$ cat config.mk
export PLATFORM = sky130hd
export DESIGN_NAME = unidad_condicion_banderas_flat
export DESIGN_NICKNAME = d
export VERILOG_FILES = /design/src/rtl/cpu_pkg.sv /design/src/rtl/unidad_condicion_banderas_if.sv /design/src/rtl/evaluador_condicion.sv /design/src/rtl/unidad_condicion_banderas.sv /design/src/flat_wrapper.sv
export SDC_FILE = /design/constraint.sdc
export NUM_CORES = 1
export LEC_CHECK = 0
export BUFFER_PORTS_ARGS = -buffer_cell sky130_fd_sc_hd__buf_4
export CORE_ASPECT_RATIO = 2
export CORE_MARGIN = 2
export CORE_UTILIZATION = 45
export CTS_CLUSTER_DIAMETER = 200
export DETAILED_ROUTE_END_ITERATION = 6
export PLACE_DENSITY = 0.85
export SLEW_MARGIN = 10
export SYNTH_ARGS = -nofsm -noshare
export SYNTH_HDL_FRONTEND = slang
export SYNTH_HIERARCHICAL = 1
export SYNTH_SLANG_ARGS = --single-unit
$ cat constraint.sdc
create_clock -name clk -period 2.8 [get_ports clk]
set_input_delay 0.42 -clock clk [delete_from_list [all_inputs] [get_ports clk]]
set_output_delay 0.42 -clock clk [all_outputs]
set_load 0.03 [all_outputs]
$ cat src/rtl/cpu_pkg.sv
// cpu_pkg: condition codes, NZCV bit positions and flag struct shared by the flag unit
package cpu_pkg;
  typedef enum logic [3:0] {
    EQ, NE, CS, CC, MI, PL, VS, VC, HI, LS, GE, LT, GT, LE, AL, RESERVADO
  } cond_e;
  localparam int BIT_N = 3;
  localparam int BIT_Z = 2;
  localparam int BIT_C = 1;
  localparam int BIT_V = 0;
  typedef struct packed {
    logic n;
    logic z;
    logic c;
    logic v;
  } banderas_t;
endpackage

$ cat src/rtl/unidad_condicion_banderas_if.sv
// unidad_condicion_banderas_if: ALU-side input and writeback-side output handshake bundle
interface unidad_condicion_banderas_if #(parameter int N = 32);
  logic         in_valid;
  logic         in_ready;
  logic [N-1:0] resultado;
  logic [3:0]   ban_in;
  logic [3:0]   cond;
  logic         actualiza_ban;
  logic         escribe_in;
  logic [3:0]   rd;
  logic         out_valid;
  logic         out_ready;
  logic [N-1:0] out_resultado;
  logic [3:0]   out_rd;
  logic         out_escribe;
  logic [3:0]   banderas;
  logic [7:0]   anuladas;
  logic         cond_invalida;
  modport slave (
    input  in_valid, resultado, ban_in, cond, actualiza_ban, escribe_in, rd, out_ready,
    output in_ready, out_valid, out_resultado, out_rd, out_escribe, banderas, anuladas, cond_invalida
  );
  modport master (
    output in_valid, resultado, ban_in, cond, actualiza_ban, escribe_in, rd, out_ready,
    input  in_ready, out_valid, out_resultado, out_rd, out_escribe, banderas, anuladas, cond_invalida
  );
endinterface

$ cat src/rtl/evaluador_condicion.sv
// evaluador_condicion: combinational decode of a condition code against NZCV flags
module evaluador_condicion
  import cpu_pkg::*;
(
  input  logic [3:0] cond,
  input  logic [3:0] banderas,
  output logic       cumple
);
  logic n, z, c, v;
  assign n = banderas[BIT_N];
  assign z = banderas[BIT_Z];
  assign c = banderas[BIT_C];
  assign v = banderas[BIT_V];
  always_comb begin
    cumple = 1'b0;
    case (cond_e'(cond))
      EQ: cumple = z;
      NE: cumple = !z;
      CS: cumple = c;
      CC: cumple = !c;
      MI: cumple = n;
      PL: cumple = !n;
      VS: cumple = v;
      VC: cumple = !v;
      HI: cumple = c && !z;
      LS: cumple = !c || z;
      GE: cumple = n == v;
      LT: cumple = n != v;
      GT: cumple = !z && (n == v);
      LE: cumple = z || (n != v);
      AL: cumple = 1'b1;
      default: cumple = 1'b0;
    endcase
  end
endmodule

$ cat src/rtl/unidad_condicion_banderas.sv
// unidad_condicion_banderas: one-entry pipeline stage that gates writes by condition and owns the NZCV register
module unidad_condicion_banderas
  import cpu_pkg::*;
#(
  parameter int N = 32
) (
  input logic clk,
  input logic rst_n,
  unidad_condicion_banderas_if.slave bus
);
  logic         in_ready, acc, cumple;
  logic         out_valid_q, out_valid_d;
  logic [N-1:0] out_resultado_q, out_resultado_d;
  logic [3:0]   out_rd_q, out_rd_d;
  logic         out_escribe_q, out_escribe_d;
  banderas_t    banderas_q, banderas_d;
  logic [7:0]   anuladas_q, anuladas_d;
  logic         cond_invalida_q, cond_invalida_d;
  evaluador_condicion u_eval (
    .cond    (bus.cond),
    .banderas(banderas_q),
    .cumple  (cumple)
  );
  // flags update at the accept edge, so the next accept already sees them
  always_comb begin
    in_ready        = !out_valid_q || bus.out_ready;
    acc             = bus.in_valid && in_ready;
    out_valid_d     = acc || (out_valid_q && !bus.out_ready);
    out_resultado_d = acc ? bus.resultado : out_resultado_q;
    out_rd_d        = acc ? bus.rd : out_rd_q;
    out_escribe_d   = acc ? bus.escribe_in && cumple : out_escribe_q;
    banderas_d      = acc && cumple && bus.actualiza_ban ? banderas_t'(bus.ban_in) : banderas_q;
    anuladas_d      = acc && !cumple && anuladas_q != 8'hFF ? anuladas_q + 8'd1 : anuladas_q;
    cond_invalida_d = cond_invalida_q || (acc && bus.cond == RESERVADO);
  end
  always_ff @(posedge clk) begin
    if (!rst_n) begin
      out_valid_q     <= 1'b0;
      out_resultado_q <= '0;
      out_rd_q        <= '0;
      out_escribe_q   <= 1'b0;
      banderas_q      <= '0;
      anuladas_q      <= '0;
      cond_invalida_q <= 1'b0;
    end else begin
      out_valid_q     <= out_valid_d;
      out_resultado_q <= out_resultado_d;
      out_rd_q        <= out_rd_d;
      out_escribe_q   <= out_escribe_d;
      banderas_q      <= banderas_d;
      anuladas_q      <= anuladas_d;
      cond_invalida_q <= cond_invalida_d;
    end
  end
  assign bus.in_ready      = in_ready;
  assign bus.out_valid     = out_valid_q;
  assign bus.out_resultado = out_resultado_q;
  assign bus.out_rd        = out_rd_q;
  assign bus.out_escribe   = out_escribe_q;
  assign bus.banderas      = banderas_q;
  assign bus.anuladas      = anuladas_q;
  assign bus.cond_invalida = cond_invalida_q;
endmodule

$ cat src/flat_wrapper.sv
// flat-port wrapper written by rule: the top's interface ports become plain ports
module unidad_condicion_banderas_flat import cpu_pkg::*;
#(
  parameter int N = 32
)
  (clk, rst_n, bus_in_valid, bus_resultado, bus_ban_in, bus_cond, bus_actualiza_ban, bus_escribe_in, bus_rd, bus_out_ready, bus_in_ready, bus_out_valid, bus_out_resultado, bus_out_rd, bus_out_escribe, bus_banderas, bus_anuladas, bus_cond_invalida);
  unidad_condicion_banderas_if #(.N(N)) bus_i ();
  input logic clk;
  input logic rst_n;
  input wire logic [$bits(bus_i.in_valid)-1:0] bus_in_valid;
  input wire logic [$bits(bus_i.resultado)-1:0] bus_resultado;
  input wire logic [$bits(bus_i.ban_in)-1:0] bus_ban_in;
  input wire logic [$bits(bus_i.cond)-1:0] bus_cond;
  input wire logic [$bits(bus_i.actualiza_ban)-1:0] bus_actualiza_ban;
  input wire logic [$bits(bus_i.escribe_in)-1:0] bus_escribe_in;
  input wire logic [$bits(bus_i.rd)-1:0] bus_rd;
  input wire logic [$bits(bus_i.out_ready)-1:0] bus_out_ready;
  output wire logic [$bits(bus_i.in_ready)-1:0] bus_in_ready;
  output wire logic [$bits(bus_i.out_valid)-1:0] bus_out_valid;
  output wire logic [$bits(bus_i.out_resultado)-1:0] bus_out_resultado;
  output wire logic [$bits(bus_i.out_rd)-1:0] bus_out_rd;
  output wire logic [$bits(bus_i.out_escribe)-1:0] bus_out_escribe;
  output wire logic [$bits(bus_i.banderas)-1:0] bus_banderas;
  output wire logic [$bits(bus_i.anuladas)-1:0] bus_anuladas;
  output wire logic [$bits(bus_i.cond_invalida)-1:0] bus_cond_invalida;
  assign bus_i.in_valid = bus_in_valid;
  assign bus_i.resultado = bus_resultado;
  assign bus_i.ban_in = bus_ban_in;
  assign bus_i.cond = bus_cond;
  assign bus_i.actualiza_ban = bus_actualiza_ban;
  assign bus_i.escribe_in = bus_escribe_in;
  assign bus_i.rd = bus_rd;
  assign bus_i.out_ready = bus_out_ready;
  assign bus_in_ready = bus_i.in_ready;
  assign bus_out_valid = bus_i.out_valid;
  assign bus_out_resultado = bus_i.out_resultado;
  assign bus_out_rd = bus_i.out_rd;
  assign bus_out_escribe = bus_i.out_escribe;
  assign bus_banderas = bus_i.banderas;
  assign bus_anuladas = bus_i.anuladas;
  assign bus_cond_invalida = bus_i.cond_invalida;
  unidad_condicion_banderas #(.N(N)) u_core (.clk(clk), .rst_n(rst_n), .bus(bus_i));
endmodule
==> impl_results.md, run 1 <==
* Met1 GRT Util at 22.5%
* Cell Rows at 35
* Hold Fails Final Rpt at 0
* Vias per cell at 5.37
* Worst setup SP type: register
* WS Path Type: reg2reg
* CTS tree: done
* F_max at 412 MHz
* Busiest grt layer: met2
* Psw at 0.448 mW
* Gpl congestion at 0.910
* Min-Delay Path Class: in2reg
* Core Area at 4600 µm²
* Worst Path Required at 3.00 ns
* Post-Route Setup TNS at 0 ns
* Final min period at 2.43 ns
* DRT Pass-1 Iters at 4
* Combinational share of power at 20.2%
* Worst skew pair latency at 0.30 ns
* IO Count at 102
* CTS clk-pin slew, worst paths at 0.10 ns
* Max Slew Vio Count at 0
* Internal power at 1.10 mW
* WL final at 5660 µm
* Avg Synthesized Cell Area at 8.09 µm²
* Critical path fanouts, max at 7
* Die Height at 101 µm
* Met2 usage at 37.5%
* Drt first-iter violations at 33
* Port buffer count at 101
* H-Tree Depth at 2
* Clock skew at 0.00882 ns
* Total CTS buffers at 5
* Synth Register Bits at 51
* Cell count after synthesis at 263
* Post-Layout Inst Area at 2980 µm²
* Status: completed
* Grt ovf at 0
* Max-slew headroom at 49.4%
* Worst-Margin Slew at 0.758 ns
* Max Cap Viol at 0
* Final worst setup slack at 0.374 ns
* Clock Path Buffers at 2
* WP data arrival at 2.63 ns
* Clock power frac at 28.9%
* RSZ-0062 raised after global routing: no
* # diodes at 0
* CTS Hold Bufs at 0
* Dpl cell area at 2890 µm²
* Number of synthesized flops with an enable pin at 0
* Switching Share at 29.0%
* Met3 usage at 5.31%
* Ys flop type: dfxtp_1
* Sink Count at 51
* Setup violations, final at 0
* Final Core Density at 64.9%
* Routed WL per cell at 13.7 µm
* Setup bufs post-CTS at 0
* Initial antenna violation count at 0
* Routed Antenna Nets at 0
* Routed vias at 2218
* Pre-CTS WS at 0.312 ns
* First-pass GRT wire length at 8810 µm
* Leak Pwr at 1.35 nW
* Root Buffer: clkbuf_8
* Hpwl dp at 4140 µm
* Synth Cell Area at 2130 µm²
* Vias in the first global route at 2087
* Synth Net Count at 314
* Share of post-route cells with drive strength above 1 at 32.7%
* Largest net degree at the start of global routing at 46
* Max VDD drop at 498 µV
* # DRC at 0
* Final critical-path share of the clock period at 86.6%
* Layout Area Growth over Synthesis at 40.3%
* Final nets at 408
* PwrDens at 517 nW/µm²
* Yosys warns at 6
* Ys async rst share at 0%
* Power, Total at 1.54 mW
* PostCTS Resize Cnt at 0
* Die area at 5330 µm²
* GR Util All Layers at 21.5%
* Die width at 52.6 µm
* Initial Util at 46.3%
* Reg power frac at 50.9%
* Setup crit end kind: register
* Synth cell types at 41
* Seq/Total Area, Yosys at 48.0%
-- worst max-delay path, cell delays in order, from the launching register on --
cell and delay, ns:
dfxtp_1 0.50, xnor2_2 0.17, o22ai_1 0.12, a211o_1 0.30, a211o_1 0.33, and2b_1 0.29, and4_1 0.27, a31oi_1 0.10
a311oi_1 0.25
-- per-stage QoR --
step | hold slack (ns) | instances
after floorplan | 0.549 | 263
after global placement | 0.442 | 405
after detailed placement | 0.448 | 405
after CTS | 0.345 | 413
after global routing | 0.343 | 413
final | 0.354 | 413
-- state kept, by name, summed over array words and instances, names as in the netlist --
| register | count |
|---|---|
| u_core/bus.anuladas | 8 |
| u_core/bus.banderas | 4 |
| u_core/bus.cond_invalida | 1 |
| u_core/bus.out_escribe | 1 |
| u_core/bus.out_rd | 4 |
| u_core/bus.out_resultado | 32 |
| u_core/bus.out_valid | 1 |
-- power groups by stage --
stage | sequential [mW] | clock (mW) | combinational [mW]
2_1_floorplan | 0.872 | 0 | 0.109
3_3_place_gp | 0.800 | 0 | 0.307
3_5_place_dp | 0.802 | 0 | 0.312
4_1_cts | 0.785 | 0.461 | 0.314
5_1_grt | 0.790 | 0.486 | 0.337
6_report | 0.785 | 0.446 | 0.312
-- layout by cell type (no fill, tap or decap), drive strengths merged, types with 4 or more instances in the layout --
cell type and instances:
dfxtp 51, nor2 8, buf 103, and4 4
nand2 82, a21oi 44, nand2b 6, nor3 4
mux2i 8, clkbuf 6, nand3 6
-- path summary, 6_finish.rpt --
path	start	endpoint	slack, ns	cells past startpoint
setup / recovery	u_core/bus.banderas[3]	u_core/bus.anuladas[7]	0.37	8
hold / removal	bus_ban_in[0]	u_core/bus.banderas[0]	0.35	3
setup reg to reg	u_core/bus.banderas[3]	u_core/bus.anuladas[7]	0.37	8
hold reg to reg	u_core/bus.out_resultado[7]	u_core/bus.out_resultado[7]	0.46	2
-- cell type report --
class,instances,area [µm²]
fill,429,1610
clock buffer,6,82.6
tap,55,68.8
timing repair buffer,103,773
multi-input combinational,193,1010
sequential,51,1020
inverter,3,11.3
clock inverter,2,16.3
-- cells by family (layout without fill, tap and decap cells) --
logic type,Yosys count,in the layout,share of synthesized area [%]
buffers and inverters,19,114,4.47
AO/OA/AOI/OAI,57,57,14.8
flip-flops,51,51,48.0
AND/OR/NAND/NOR,124,124,26.5
XOR/XNOR,2,2,1.18
adder cells (fa/ha/maj),1,1,0.588
multiplexers,9,9,4.47
-- Yosys cell counts (all sizes together) (2+ instances only) --
library cell | instances | area (µm²)
a21oi | 44 | 220
nor4 | 2 | 12.5
nand2b | 6 | 37.5
mux2i | 8 | 80.1
nand3 | 6 | 30.0
nand4 | 3 | 18.8
buf | 9 | 57.6
nor2 | 8 | 30.0
inv | 3 | 11.3
a211o | 2 | 17.5
o211ai | 2 | 15.0
nor3 | 4 | 20.0
dfxtp | 51 | 1020
clkbuf | 7 | 26.3
o21ai | 2 | 10.0
and4 | 4 | 40.0
nand2 | 82 | 310
-- layer usage --
layer  share of wire, %  wire length (µm)
met1                 37              2120
met2                 53              3020
met3                5.8               326
met4                3.5               197
met5                  0                 0
(Power assumes the default switching activity.)
==> run 2: changes to the inputs <==
--- a/config.mk
+++ b/config.mk
@@ -5,13 +5,14 @@
 export SDC_FILE = /design/constraint.sdc
 export NUM_CORES = 1
 export LEC_CHECK = 0
+export ABC_AREA = 1
 export BUFFER_PORTS_ARGS = -buffer_cell sky130_fd_sc_hd__buf_4
 export CORE_ASPECT_RATIO = 2
 export CORE_MARGIN = 2
 export CORE_UTILIZATION = 45
 export CTS_CLUSTER_DIAMETER = 200
 export DETAILED_ROUTE_END_ITERATION = 6
-export PLACE_DENSITY = 0.85
+export PLACE_DENSITY = 0.84
 export SLEW_MARGIN = 10
 export SYNTH_ARGS = -nofsm -noshare
 export SYNTH_HDL_FRONTEND = slang
==> constraint.sdc (replaced) <==
create_clock -name clk -period 2.8 [get_ports clk]
set_input_delay 0.7 -clock clk [delete_from_list [all_inputs] [get_ports clk]]
set_output_delay 0.7 -clock clk [all_outputs]
set_load 0.03 [all_outputs]
==> run 2 against run 1 <==
Against the previous run: clock-buffer cell count rose by 1; critical endpoint is now u_core/bus.anuladas[4]; maximum frequency rose by 24%; sequential cell count did not move; utilization fell by 0.96 points; register-to-register slack improved by 0.54 ns; final cell count rose by 15%; critical path type is now in2reg; clock skew fell by 0.0021 ns; clock power rose by 4.9%.
==> impl_results.md, run 2 <==
* Status: completed
* CP max-delay cell: nor2_1
* Share of the synthesized area in the top cell type at 45.9%
* Power, Total at 1.63 mW
* Avg Synthesized Cell Area at 6.96 µm²
* CTS clk-pin slew, worst paths at 0.09 ns
* # DRC at 0
* Grt ovf at 0
* Max-slew headroom at 77.2%
* Largest register FFs at 32
* Port buffer count at 101
* Sink Count at 51
* Total CTS buffers at 5
* Routed Antenna Nets at 0
* Die Height at 103 µm
* Routed WL per cell at 12.0 µm
* Reg2Reg Setup Slack at 0.91 ns
* Clock skew at 0.00668 ns
* Worst skew pair latency at 0.31 ns
* Critical path fanouts, max at 7
* Vias in the first global route at 2187
* Max Slew Vio Count at 0
* Synth Area in Simple Gates at 33.4%
* Die width at 53.7 µm
* Core Area at 4820 µm²
* Post-synthesis xor/xnor area fraction at 0.393%
* RSZ-0062 raised after global routing: no
* Setup violations, final at 0
* Synth Cell Area at 2230 µm²
* Cell count after synthesis at 320
* Hold endpoint: u_core/bus.cond_invalida
* WL final at 5700 µm
* GR Util All Layers at 21.9%
* Number of synthesized flops with an enable pin at 0
* Initial Util at 46.2%
* Synth cell types at 23
* Top-count cell post-synth: nor2_1
* Final min period at 1.96 ns
* Gpl congestion at 0.851
* Most common cell on crit path: nand2_1
* Post-Route Setup TNS at 0 ns
* WS Path Type: in2reg
* R2R depth at 13
* Crit-path cells: buf_4 > nand2_1 > clkinv_1 > nand3_1 > nand2_1 > nand2_1 > nand2_1 > nor2_1 > nand2_1 > inv_1 > nand3_2 > nor2_1 > nand3_1 > nand2_1 > nor2_1
* Initial antenna violation count at 0
* Commonest non-fill, non-tap cell in the layout: buf_4
* Hold Fails Final Rpt at 0
* Root Buffer: clkbuf_8
* Drt first-iter violations at 30
* Vias per cell at 4.96
* Die area at 5560 µm²
* Synth top cells by count: nor2_1, dfxtp_1, nand2_1
* Worst r2r dst: u_core/bus.anuladas[4]
* Final critical-path share of the clock period at 70.0%
* Share of post-route cells with drive strength above 1 at 29.0%
* Worst hold slack at 0.453 ns
* Setup bufs post-CTS at 0
* # diodes at 0
* CP top delay family: simple AND/OR/NAND/NOR gates
* Hold Path Stages at 2
* Max Cap Viol at 0
* IO Count at 102
* Max VDD drop at 530 µV
* Layout Area Growth over Synthesis at 38.4%
* Hpwl dp at 4170 µm
* Ys async rst share at 0%
* Multiplexer share of the synthesized area at 0%
* Worst Path Required at 3.00 ns
* Synth Register Bits at 51
* CTS tree: done
* Final nets at 467
* Commonest cells after routing, fill and taps aside: buf_4, nor2_1, dfxtp_1, nand2_1, o21ai_0
* Yosys warns at 6
* First-pass GRT wire length at 9070 µm
* Cell taking the most area after synthesis: dfxtp_1
* Largest net degree at the start of global routing at 44
* Cell Rows at 36
* Routed vias at 2349
* Worst path max stage delay at 0.19 ns
* Largest family of logic cells by synthesized area: simple AND/OR/NAND/NOR gates
* Setup crit end kind: register
* RR Startpoint: u_core/bus.banderas[3]
* Leak Pwr at 1.46 nW
* Seq/Total Area, Yosys at 45.9%
* PwrDens at 529 nW/µm²
* Min-Delay Path Class: reg2reg
* WP data arrival at 2.16 ns
* DRT Pass-1 Iters at 4
* H-Tree Depth at 2
* CP Buf/Inv Count at 3
* Worst hold path startpoint: u_core/bus.cond_invalida
* Worst-Margin Slew at 0.343 ns
* F_max at 510 MHz
* Worst setup SP type: primary input
* Top cells by area, synth: dfxtp_1, nor2_1, o21ai_0, nand2_1, nand3_1
* CTS Hold Bufs at 0
* PostCTS Resize Cnt at 0
* Adder and majority cell fraction of the synthesized area at 0.562%
* Clock Path Buffers at 2
* Synth Net Count at 371
* Ys flop type: dfxtp_1
* Complex-gate fraction of the synthesized area at 11.7%
## run 2: cell types whose count changed in the layout (fill, tap and decap cells not counted), moves of 6 or more
cell / change
nor2_1: +87
nand2_1: -35
o21ai_0: +35
a21oi_1: -29
inv_1: +16
nand3_1: +15
mux2i_1: -8
nand2b_1: -6
## run 2: cells by family after synthesis
logic type      after synthesis
flops                        51
xor+xnor                      1
buf+inv                      37
compound gates               52
simple gates                178
fa+ha+maj                     1
## run 2: how the worst max path moves through the flow
stage | slack, ns | from | endpoint | cells past startpoint
final | 0.84 | bus_cond[3] | u_core/bus.anuladas[4] | 15
after global routing | 0.60 | bus_cond[3] | u_core/bus.anuladas[4] | 15
after CTS | 0.86 | bus_cond[3] | u_core/bus.anuladas[4] | 15
after detailed placement | 0.55 | bus_cond[3] | u_core/bus.anuladas[5] | 16
after global placement | 0.62 | bus_cond[3] | u_core/bus.anuladas[5] | 16
after floorplan | 0.91 | bus_cond[3] | u_core/bus.anuladas[6] | 14
## run 2: final cells by class
type	instances	area, µm²
clock inverter	1	7.51
timing repair buffer	102	766
inverter	24	95.1
clock buffer	7	96.3
multi-input combinational	232	1020
fill	443	1740
sequential	51	1020
tap	57	71.3
## run 2: power by group
group | switching [mW] | total [mW] | leakage (nW) | internal [mW]
logic | 0.218 | 0.363 | 0.987 | 0.144
registers | 0.0272 | 0.799 | 0.421 | 0.771
clock network | 0.243 | 0.468 | 0.0505 | 0.225
total | 0.489 | 1.63 | 1.46 | 1.14
## run 2: metrics by stage
stage               instances  utilization (%)  setup WS, ns  instance area (µm²)
finish                    474             63.9         0.841                 3080
global route              474             63.9         0.596                 3080
CTS                       474             63.9         0.859                 3080
detailed placement        466             61.8         0.552                 2980
global placement          466             61.8         0.625                 2980
floorplan                 320                -         0.905                 2230
## run 2: worst reg2reg max path: cells and delay by family, from the launching register on
| kind | cells | cell delay, ns |
|---|---|---|
| and+or+nand+nor | 11 | 1.10 |
| DFF | 1 | 0.45 |
| buffers and inverters | 2 | 0.23 |
## run 2: layer usage
| layer | wire length [µm] | GRT usage (%) | vias up |
|---|---|---|---|
| met2 | 3040 | 39.8 | 87 |
| met4 | 134 | 9.07 | 0 |
| met1 | 2090 | 21.6 | 1032 |
| met5 | 0 | 0 | - |
| met3 | 428 | 7.18 | 12 |
| li1 | - | - | 1218 |
==> run 3: changes to the inputs <==
==> constraint.sdc (replaced) <==
create_clock -name clk -period 2 [get_ports clk]
set_input_delay 0.5 -clock clk [delete_from_list [all_inputs] [get_ports clk]]
set_output_delay 0.5 -clock clk [all_outputs]
set_load 0.03 [all_outputs]
==> run 3 against run 2 <==
Against the previous run: worst setup slack worse by 0.58 ns; first-iteration DRC count unchanged; final cell count increased by 0.42%; global-route usage up 0.51 points; via count up 2.1%; wire length increased by 1.7%.
==> impl_results.md, run 3 (synthesis gave the netlist of run 2 again) <==
* Status: completed
* Share of post-route cells with drive strength above 1 at 29.1%
* Min-Delay Path Class: in2reg
* Layout Area Growth over Synthesis at 40.4%
* WP data arrival at 1.99 ns
* Reg2Reg Setup Slack at 0.26 ns
* CTS clk-pin slew, worst paths at 0.09 ns
* Core Area at 4820 µm²
* Setup crit end kind: register
* Max Cap Viol at 0
* Clock skew at 0.00490 ns
* RR Startpoint: u_core/bus.banderas[3]
* CP max-delay cell: dfxtp_1
* # DRC at 0
* Max VDD drop at 832 µV
* Post-Route Setup TNS at 0 ns
* Port buffer count at 101
* Most common cell on crit path: nand2_1
* Largest register FFs at 32
* Worst r2r dst: u_core/bus.anuladas[5]
* Worst skew pair latency at 0.30 ns
* F_max at 574 MHz
* Cell Rows at 36
* Top layer in use: met4
* First-pass GRT wire length at 9290 µm
* Initial Util at 46.2%
* Largest net degree at the start of global routing at 44
* Routed vias at 2398
* Final nets at 469
* Initial antenna violation count at 0
* PwrDens at 786 nW/µm²
* R2R depth at 14
* CTS Hold Bufs at 0
* Sink Count at 51
* # diodes at 0
* Hpwl dp at 4280 µm
* Routed WL per cell at 12.2 µm
* Worst path max stage delay at 0.45 ns
* Setup bufs post-CTS at 0
* Setup violations, final at 0
* CP Buf/Inv Count at 4
* Critical path fanouts, max at 7
* H-Tree Depth at 2
* CP top delay family: simple AND/OR/NAND/NOR gates
* CP Capture Point: u_core/bus.anuladas[5]
* Commonest non-fill, non-tap cell in the layout: buf_4
* Met2 wire length at 3130 µm
* Worst hold slack at 0.444 ns
* Gpl congestion at 0.838
* Clock Path Buffers at 2
* WL met3 at 420 µm
* Max Slew Vio Count at 0
* Crit. path cell count at 14
* Setup crit start: u_core/bus.banderas[3]
* RSZ-0062 raised after global routing: no
* GR Util All Layers at 22.4%
* Final min period at 1.74 ns
* CTS tree: done
* Commonest cells after routing, fill and taps aside: buf_4, nor2_1, dfxtp_1, nand2_1, o21ai_0
* Die width at 53.7 µm
* Root Buffer: clkbuf_8
* Routed Antenna Nets at 0
* PostCTS Resize Cnt at 0
* Power, Total at 2.46 mW
* WL met1 at 2070 µm
* Final critical-path share of the clock period at 87.2%
* Crit-path cells: inv_1 > nand2_1 > nand2_1 > nand3_1 > nand3_1 > nor2_1 > nand2_1 > inv_1 > nand3_2 > inv_2 > nand3_1 > nand2_1 > inv_1 > nor2_1
* DRT Pass-1 Iters at 4
* IO Count at 102
* Die Height at 103 µm
* WL final at 5790 µm
* Max-slew headroom at 79.1%
* Vias in the first global route at 2254
* Grt ovf at 0
* Worst setup SP type: register
* Vias per cell at 5.04
* Drt first-iter violations at 30
* Hold Fails Final Rpt at 0
* Final Core Density at 64.8%
* Total CTS buffers at 5
* Worst-Margin Slew at 0.313 ns
* Leak Pwr at 1.48 nW
* Worst Path Required at 2.24 ns
* WS Path Type: reg2reg
* Die area at 5560 µm²
run 3: changes by cell type in the layout (fill, tap and decap cells not counted):
cell | before | now
buf_4 | 102 | 104
bufinv_16 | 0 | 2
clkbuf_1 | 0 | 1
clkbuf_8 | 7 | 5
clkinvlp_4 | 1 | 0
run 3: cell type report:
| type | instances | area (µm²) |
|---|---|---|
| Sequential cell | 51 | 1020 |
| Timing Repair Buffer | 104 | 781 |
| Clock buffer | 6 | 72.6 |
| Tap cell | 57 | 71.3 |
| Clock inverter | 2 | 60.1 |
| Multi-Input combinational cell | 232 | 1020 |
| Fill cell | 437 | 1690 |
| Inverter | 24 | 95.1 |
run 3: worst min path at each step:
stage,from,end,cells past startpoint
after CTS,bus_resultado[2],u_core/bus.out_resultado[2],3
after global placement,u_core/bus.cond_invalida,u_core/bus.cond_invalida,2
after floorplan,u_core/bus.cond_invalida,u_core/bus.cond_invalida,2
after detailed placement,u_core/bus.cond_invalida,u_core/bus.cond_invalida,2
final,bus_rd[3],u_core/bus.out_rd[3],3
after global routing,bus_resultado[11],u_core/bus.out_resultado[11],3
run 3: metal layers:
| layer | track usage [%] | up-vias |
|---|---|---|
| met5 | 0 | - |
| met4 | 13.8 | 0 |
| met3 | 6.61 | 13 |
| met2 | 39.6 | 94 |
| met1 | 21.6 | 1075 |
| li1 | - | 1216 |
run 3: power by group:
part | switching [mW] | internal, mW | total [mW] | leakage (nW)
logic | 0.309 | 0.207 | 0.516 | 0.997
registers | 0.0401 | 1.08 | 1.12 | 0.421
clock network | 0.322 | 0.500 | 0.822 | 0.0654
total | 0.671 | 1.79 | 2.46 | 1.48
run 3: per-stage QoR:
| stage | setup WS (ns) | instances | instance area [µm²] |
|---|---|---|---|
| after global placement | 0.141 | 468 | 2990 |
| after global routing | 0.0428 | 476 | 3130 |
| after floorplan | 0.214 | 320 | 2230 |
| after CTS | 0.253 | 476 | 3130 |
| after detailed placement | 0.0856 | 468 | 2990 |
| final | 0.256 | 476 | 3130 |
run 3: worst min-delay path, stage by stage:
cell	delay (ns)
buf_4	0.07
o21ai_0	0.07
nor2_1	0.07
